===== config.mk =====
export PLATFORM = sky130hd
export DESIGN_NAME = vga_sync_generator
export DESIGN_NICKNAME = d
export VERILOG_FILES = /design/src/rtl/vga_sync_generator.sv
export SDC_FILE = /design/constraint.sdc
export NUM_CORES = 1
export LEC_CHECK = 0
export BUFFER_PORTS_ARGS = -buffer_cell sky130_fd_sc_hd__buf_2
export CORE_MARGIN = 2
export CORE_UTILIZATION = 30
export CTS_CLUSTER_DIAMETER = 120
export DETAILED_ROUTE_END_ITERATION = 8
export PLACE_DENSITY = 0.62
export SETUP_SLACK_MARGIN = 0.5
export SLEW_MARGIN = 20
export SYNTH_ARGS = -nofsm -noshare
export SYNTH_HDL_FRONTEND = slang
export SYNTH_SLANG_ARGS = --single-unit
export TNS_END_PERCENT = 1

===== constraint.sdc =====
create_clock -name pixel_clk -period 3.2 [get_ports pixel_clk]
set_clock_uncertainty 0.15 [all_clocks]
set_input_delay 0.16 -clock pixel_clk [delete_from_list [all_inputs] [get_ports pixel_clk]]
set_output_delay 0.16 -clock pixel_clk [all_outputs]
set_load 0.01 [all_outputs]

===== src/rtl/vga_sync_generator.sv =====
// Vertical stage of the 640x480@60 timing chain: line counter, vertical-region FSM and
// registered sync/video/coordinate outputs, all one cycle behind h_count_value.
module vga_sync_generator #(
    parameter int unsigned H_ACTIVE = 640,
    parameter int unsigned H_FP     = 16,
    parameter int unsigned H_SYNC   = 96,
    parameter int unsigned H_BP     = 48,
    parameter int unsigned V_ACTIVE = 480,
    parameter int unsigned V_FP     = 10,
    parameter int unsigned V_SYNC   = 2,
    parameter int unsigned V_BP     = 33,
    parameter logic        SYNC_POL = 1'b0
) (
    input  logic       pixel_clk,
    input  logic       reset,
    input  logic [9:0] h_count_value,
    input  logic       enable_v_counter,
    output logic [9:0] v_count,
    output logic       hsync,
    output logic       vsync,
    output logic       video_active,
    output logic [9:0] pixel_x,
    output logic [8:0] pixel_y,
    output logic       line_start,
    output logic       frame_start
);

    localparam int unsigned H_TOTAL = H_ACTIVE + H_FP + H_SYNC + H_BP;
    localparam int unsigned V_TOTAL = V_ACTIVE + V_FP + V_SYNC + V_BP;

    localparam logic [9:0] H_VIS_END    = 10'(H_ACTIVE);
    localparam logic [9:0] H_SYNC_START = 10'(H_ACTIVE + H_FP);
    localparam logic [9:0] H_SYNC_END   = 10'(H_ACTIVE + H_FP + H_SYNC);
    localparam logic [9:0] V_FP_START   = 10'(V_ACTIVE);
    localparam logic [9:0] V_SYNC_START = 10'(V_ACTIVE + V_FP);
    localparam logic [9:0] V_BP_START   = 10'(V_ACTIVE + V_FP + V_SYNC);
    localparam logic [9:0] V_LAST       = 10'(V_TOTAL - 1);

    typedef enum logic [1:0] {
        StVAct,
        StVFp,
        StVSync,
        StVBp
    } v_state_e;

    v_state_e   state_q, state_d, line_region;
    logic [9:0] next_line;
    logic       advance;
    logic       h_vis, h_sync_on;

    always_comb begin
        next_line = v_count;
        advance   = enable_v_counter;
        if (v_count > V_LAST) begin
            // Out-of-range count is forced back to the top of the frame.
            next_line = '0;
            advance   = 1'b1;
        end else if (enable_v_counter) begin
            next_line = (v_count == V_LAST) ? 10'd0 : v_count + 10'd1;
        end

        if (next_line < V_FP_START) begin
            line_region = StVAct;
        end else if (next_line < V_SYNC_START) begin
            line_region = StVFp;
        end else if (next_line < V_BP_START) begin
            line_region = StVSync;
        end else begin
            line_region = StVBp;
        end

        // Recomputing from next_line on every advance resynchronises a corrupted state.
        state_d = advance ? line_region : state_q;

        // Values 800..1023 fall outside both windows and are treated as blanking.
        h_vis     = h_count_value < H_VIS_END;
        h_sync_on = (h_count_value >= H_SYNC_START) && (h_count_value < H_SYNC_END);
    end

    always_ff @(posedge pixel_clk) begin
        if (reset) begin
            state_q      <= StVAct;
            v_count      <= '0;
            hsync        <= ~SYNC_POL;
            vsync        <= ~SYNC_POL;
            video_active <= 1'b0;
            pixel_x      <= '0;
            pixel_y      <= '0;
            line_start   <= 1'b0;
            frame_start  <= 1'b0;
        end else begin
            state_q      <= state_d;
            v_count      <= next_line;
            hsync        <= h_sync_on ? SYNC_POL : ~SYNC_POL;
            vsync        <= (state_d == StVSync) ? SYNC_POL : ~SYNC_POL;
            video_active <= h_vis && (state_d == StVAct);
            pixel_x      <= (h_vis && (state_d == StVAct)) ? h_count_value : 10'd0;
            pixel_y      <= (h_vis && (state_d == StVAct)) ? next_line[8:0] : 9'd0;
            line_start   <= (h_count_value == 10'd0);
            frame_start  <= (h_count_value == 10'd0) && (next_line == 10'd0);
        end
    end

    // H_TOTAL only documents the intended line length; the decode never needs it.
    logic unused_h_total;
    assign unused_h_total = (H_TOTAL == 0);

endmodule

* Yosys cells after proc, flatten, opt, wreduce, memory -nomap -nowiden
Index checks and enable logic that the tools add are counted.
** Operators by class
- $add $sub $neg :: 1
- Multiply operators :: 0
- Div/mod/pow operators :: 0
- $lt $le $gt $ge :: 7
- Equal/unequal tests :: 2
- Shift-type cells :: 0
- Muxes and demuxes :: 10
- Bitwise gates (word level) :: 1
- Reduce and logical (&&, ||, !) cells :: 7
** Operator list (count)
- $lt 10x9->1 const B :: 3
- $mux 10 :: 3
- $logic_not 10->1 :: 2
- $lt 10x10->1 const B :: 2
- $add 10x1->10 const B :: 1
- $eq 10x10->1 const B :: 1
- $ge 10x10->1 const B :: 1
- $gt 10x10->1 const B :: 1
- $mux 2 :: 3
- $mux 1 :: 4
- $logic_and 1x1->1 :: 3
- $eq 2x2->1 const B :: 1
- $logic_not 2->1 :: 1
- $reduce_or 2->1 :: 1
- $not 1->1 :: 1
** Storage, ports and cells
- Flip-flop bits (word level) :: 36
- Latch bits :: 0
- Bits in writable memories :: 0
- Bits in read-only memories :: 0
- Input bits :: 13
- Output and inout bits :: 34
- Logic and storage cells :: 37
- Memories :: 0

* Logic depth before layout (Yosys ltp)
- Depth after elaboration :: 13
- Mapped depth :: 9
- Mapped depth without buffers :: 8

* Worst setup path before layout
No wires, ideal clock.
- Path kind :: flip-flop to flip-flop
- Start :: reg v_count[0]
- End :: reg pixel_y[2]
- Library setup time :: 0.092 ns
- Data arrival time :: 2.132 ns
- Data required time :: 2.958 ns
- Setup slack :: 0.826 ns
- Cell stages (with the launch flop) :: 10
- Path buffers :: 1
- Clock period less this slack :: 2.374 ns
- Path through :: dfxtp_1 inv_1 ha_1 nand3b_1 a31o_2 and2_1 a21oi_1 nand2_1 clkbuf_1 nor4_1
** On the way
- Longest elaborated chain between the ends :: 13
- Elaborated cells on any way between the ends :: 18
- Classes of those cells :: add/sub: 1; order compare: 4; eq/ne: 1; mux: 8; bitwise: 1; reduce/logical: 3
** RTL lines
- from (decl) :: line 18 : output logic [9:0] v_count,
- from (signal assigned) :: line 93 : v_count <= next_line;
- $add 10x1->10 or $eq 10x10->1 (tied branches) :: line 59 : next_line = (v_count == V_LAST) ? 10'd0 : v_count + 10'd1;
- $mux 10 :: line 59
- $mux 10 :: line 58 : end else if (enable_v_counter) begin
- $mux 10 :: line 54 : if (v_count > V_LAST) begin
- $lt 10x9->1 :: line 66 : end else if (next_line < V_BP_START) begin
- $mux 1 :: line 66
- $mux 2 :: line 64 : end else if (next_line < V_SYNC_START) begin
- $mux 2 :: line 62 : if (next_line < V_FP_START) begin
- $mux 2 :: line 73 : state_d = advance ? line_region : state_q;
- $logic_not 2->1 :: line 98 : pixel_y <= (h_vis && (state_d == StVAct)) ? next_line[8:0] : 9'd0;
- $logic_and 1x1->1 :: line 98
- $not 1->1 (no source line)
- $reduce_or 2->1 (no source line)
- to (signal assigned) :: line 98
- to (decl) :: line 23 : output logic [8:0] pixel_y,
Parallel ways exist; a longest one is shown, timed or not.
A chain may end at the register's enable or synchronous reset.

* Worst setup path after layout
- Start :: reg v_count[3]
- End :: reg pixel_y[2]
Same word-level chain as after synthesis.

==> metrics.yaml <==
cts.path.max_buffers: 2
clock_latency_ns: 0.28
area_growth_pct: 28.3
maxCapViolCount: 0
post_cts_buffers: 0
cts_buffers: 5
synthFlopType: "dfxtp_1"
slowest_delay_ns: 0.57
cts.sinks: 36
grt_overflow: 0
numPortBuffers: 46
grt_start_max_net_pins: 22
fin_util_pct: 39.4
diodes: 0
p_leak_uw: 0.00105
crit_path_start_kind: "register"
worst_setup_path_end_kind: "register"
min_from: "h_count_value[6]"
grt_pass1_vias: 1441
coreArea_mm2: 0.00544
status: "complete, no violations"
r2r_start: "v_count[3]"
cts_root_buffer: "clkbuf_8"
ys_types: 41
first_pass_iters: 4
grt_antenna_before_repair: 0
vias: 1525
ys_warn_count: 0
whs_endpoint: "pixel_x[6]"
synth_top_area_share_pct: 43.1
relSlewSlack_pct: 72.0
fin_crit_sh_pct: 77.3
ant_nets: 0
place_congestion: 0.889
wl_um: 4280
ys_seq_area_share_pct: 43.1
drv_slew: 0
wl_per_cell_um: 13.2
io_pins: 47
dp_hpwl_um: 3100
ff2ff_path_depth: 7
dieWidth_um: 78.6
rrSetupSlack_ns: 0.73
rows: 27
die-area_mm2: 0.00619
timing.setup.tns_ns: 0
path_clk_slew_ns: 0.07
grt_first_pass_wirelength_um: 6950
critical_path.slowest_cell: "dfxtp_1"
r2r-end: "pixel_y[2]"
async_reset_ff_share_pct: 0
rsz0062_at_grt: "no"
syn-num-nets: 210
crit_chain: "nand4_2 > o311ai_2 > o31ai_1 > a21o_1 > a32o_1 > buf_4 > nor4_1"
synth.cell_area_mm2: 0.00167
drcViolationCount: 0
finalCriticalPeriod_ns: 2.47
synth-edff-count: 0
vias_per_cell: 4.71
setup_viol: 0
path_max_fanout: 21
synth_top_cell_by_area: "dfxtp_1"
drtIter0Drc: 65
die_h_um: 78.6
yosys-top-cells-area: "dfxtp_1 43%, nor3_1 6.3%, nand2_1 4.3%"
crit_required_ns: 3.24
avgSynthCellArea_um2: 8.57
worstPathArrival_ns: 2.51
path_class: "register to register"
power_density_mw_per_mm2: 394
hold_viol_final: 0
vdd_drop_max_uv: 192
fin_nets: 267
start_util_pct: 30.7
h-tree-depth: 2
yosys_register_bits: 36
min_path_type: "input pin to register"
groute.usage.overall_pct: 14.3
drive_gt1_share_pct: 26.6
fmax_ghz: 0.404
worstHoldPathCells: 3
tightestPinTransition_ns: 0.416
cts_tree: "done"
synth_cells: 195
## where the power goes
part,switching (µW),leakage [µW],internal [µW]
logic,50.7,0.000714,36.7
clock network,143,0.0000410,148
registers,6.26,0.000293,460
total,200,0.00105,645
## what timing repair did
action	in CTS	in global routing
gates resized for setup	1	2
pin swaps	0	0
hold buffers	10	0
setup endpoints to repair	5	11
hold endpoints to repair	10	0
## metrics by stage
step	cells	power (µW)	cell area (µm²)	worst slack (ns)	hold WS (ns)
floorplan	195	522	1670	0.826	0.0839
CTS	324	852	2140	0.584	0.00542
global route	324	889	2140	0.520	0.00602
finish	324	845	2140	0.725	0.0142
detailed placement	307	554	1960	0.400	0.225
global placement	307	553	1960	0.567	0.229
## state kept, by name (all words and copies together) (netlist names)
signal        count
pixel_y           9
frame_start       1
video_active      1
v_count          10
state_q           2
hsync             1
vsync             1
pixel_x          10
line_start        1
## metal layers
metal | share of wire [%] | GRT usage (%) | vias to the layer above
li1 | - | - | 785
met5 | 0 | 0 | -
met3 | 7.2 | 3.56 | 2
met2 | 44 | 22.5 | 65
met4 | 0.49 | 3.86 | 0
met1 | 48 | 19.3 | 673
## critical path: cells and delay by family (launching register included)
| family | cells | cell delay [ns] |
|---|---|---|
| simple gates | 2 | 0.52 |
| compound gates | 4 | 0.94 |
| flops | 1 | 0.57 |
| buf+inv | 1 | 0.21 |
## cell families (layout without fill, tap and decap cells)
logic type               count (synthesis)  in the layout  synth area share [%]
AO/OA/AOI/OAI                           28             28                  11.7
XOR/XNOR                                11             11                  5.76
adder cells (fa/ha/maj)                  2              2                  1.50
buffers and inverters                   27             84                  7.41
flip-flops                              36             36                  43.1
multiplexers                             1              1                 0.674
AND/OR/NAND/NOR                         90             90                  29.9
## how the worst max path moves through the flow
stage	start	endpoint	slack (ns)	depth (start not counted)
after floorplan	v_count[0]	pixel_y[2]	0.83	9
after global placement	v_count[1]	pixel_y[2]	0.57	8
after detailed placement	v_count[1]	pixel_y[2]	0.40	8
after CTS	v_count[1]	pixel_y[2]	0.58	8
after global routing	v_count[3]	pixel_y[2]	0.52	7
final	v_count[3]	pixel_y[2]	0.73	7
## placed cells by master, fill, tap and decap left out, types with 2 or more instances in the layout
cell	n
dfxtp_1	35
buf_4	3
o21ai_0	6
and4b_1	2
nand4_2	2
a21oi_1	5
xnor2_1	6
nor2_1	18
nor3_1	21
a31oi_1	4
buf_2	46
nor4_1	4
nor2b_1	4
o31ai_1	2
clkbuf_8	5
xor2_1	5
nand3_1	7
a21o_1	2
ha_1	2
dlygate4sd3_1	10
nand2_1	18
and2_1	2
inv_1	18
and3_1	4
## synth_stat cells, drive strengths merged, types with 2 or more instances
cell,n
dfxtp,36
and3,4
buf,6
xnor2,6
o21ai,7
a21o,2
nor3,22
and4b,2
clkbuf,3
nand4,4
nor4,5
inv,18
nor2b,4
a31oi,4
nand2,19
nand3,7
o31ai,2
nor2,18
and2,2
xor2,5
a21oi,5
ha,2
## cell type report
cell class,instances,area [µm²]
inverter,18,67.6
fill,554,3290
clock inverter,1,5.00
clock buffer,6,72.6
multi-input combinational,132,835
sequential,36,722
timing repair buffer,59,353
tap,72,90.1
Power figures use the tool's default switching activity.
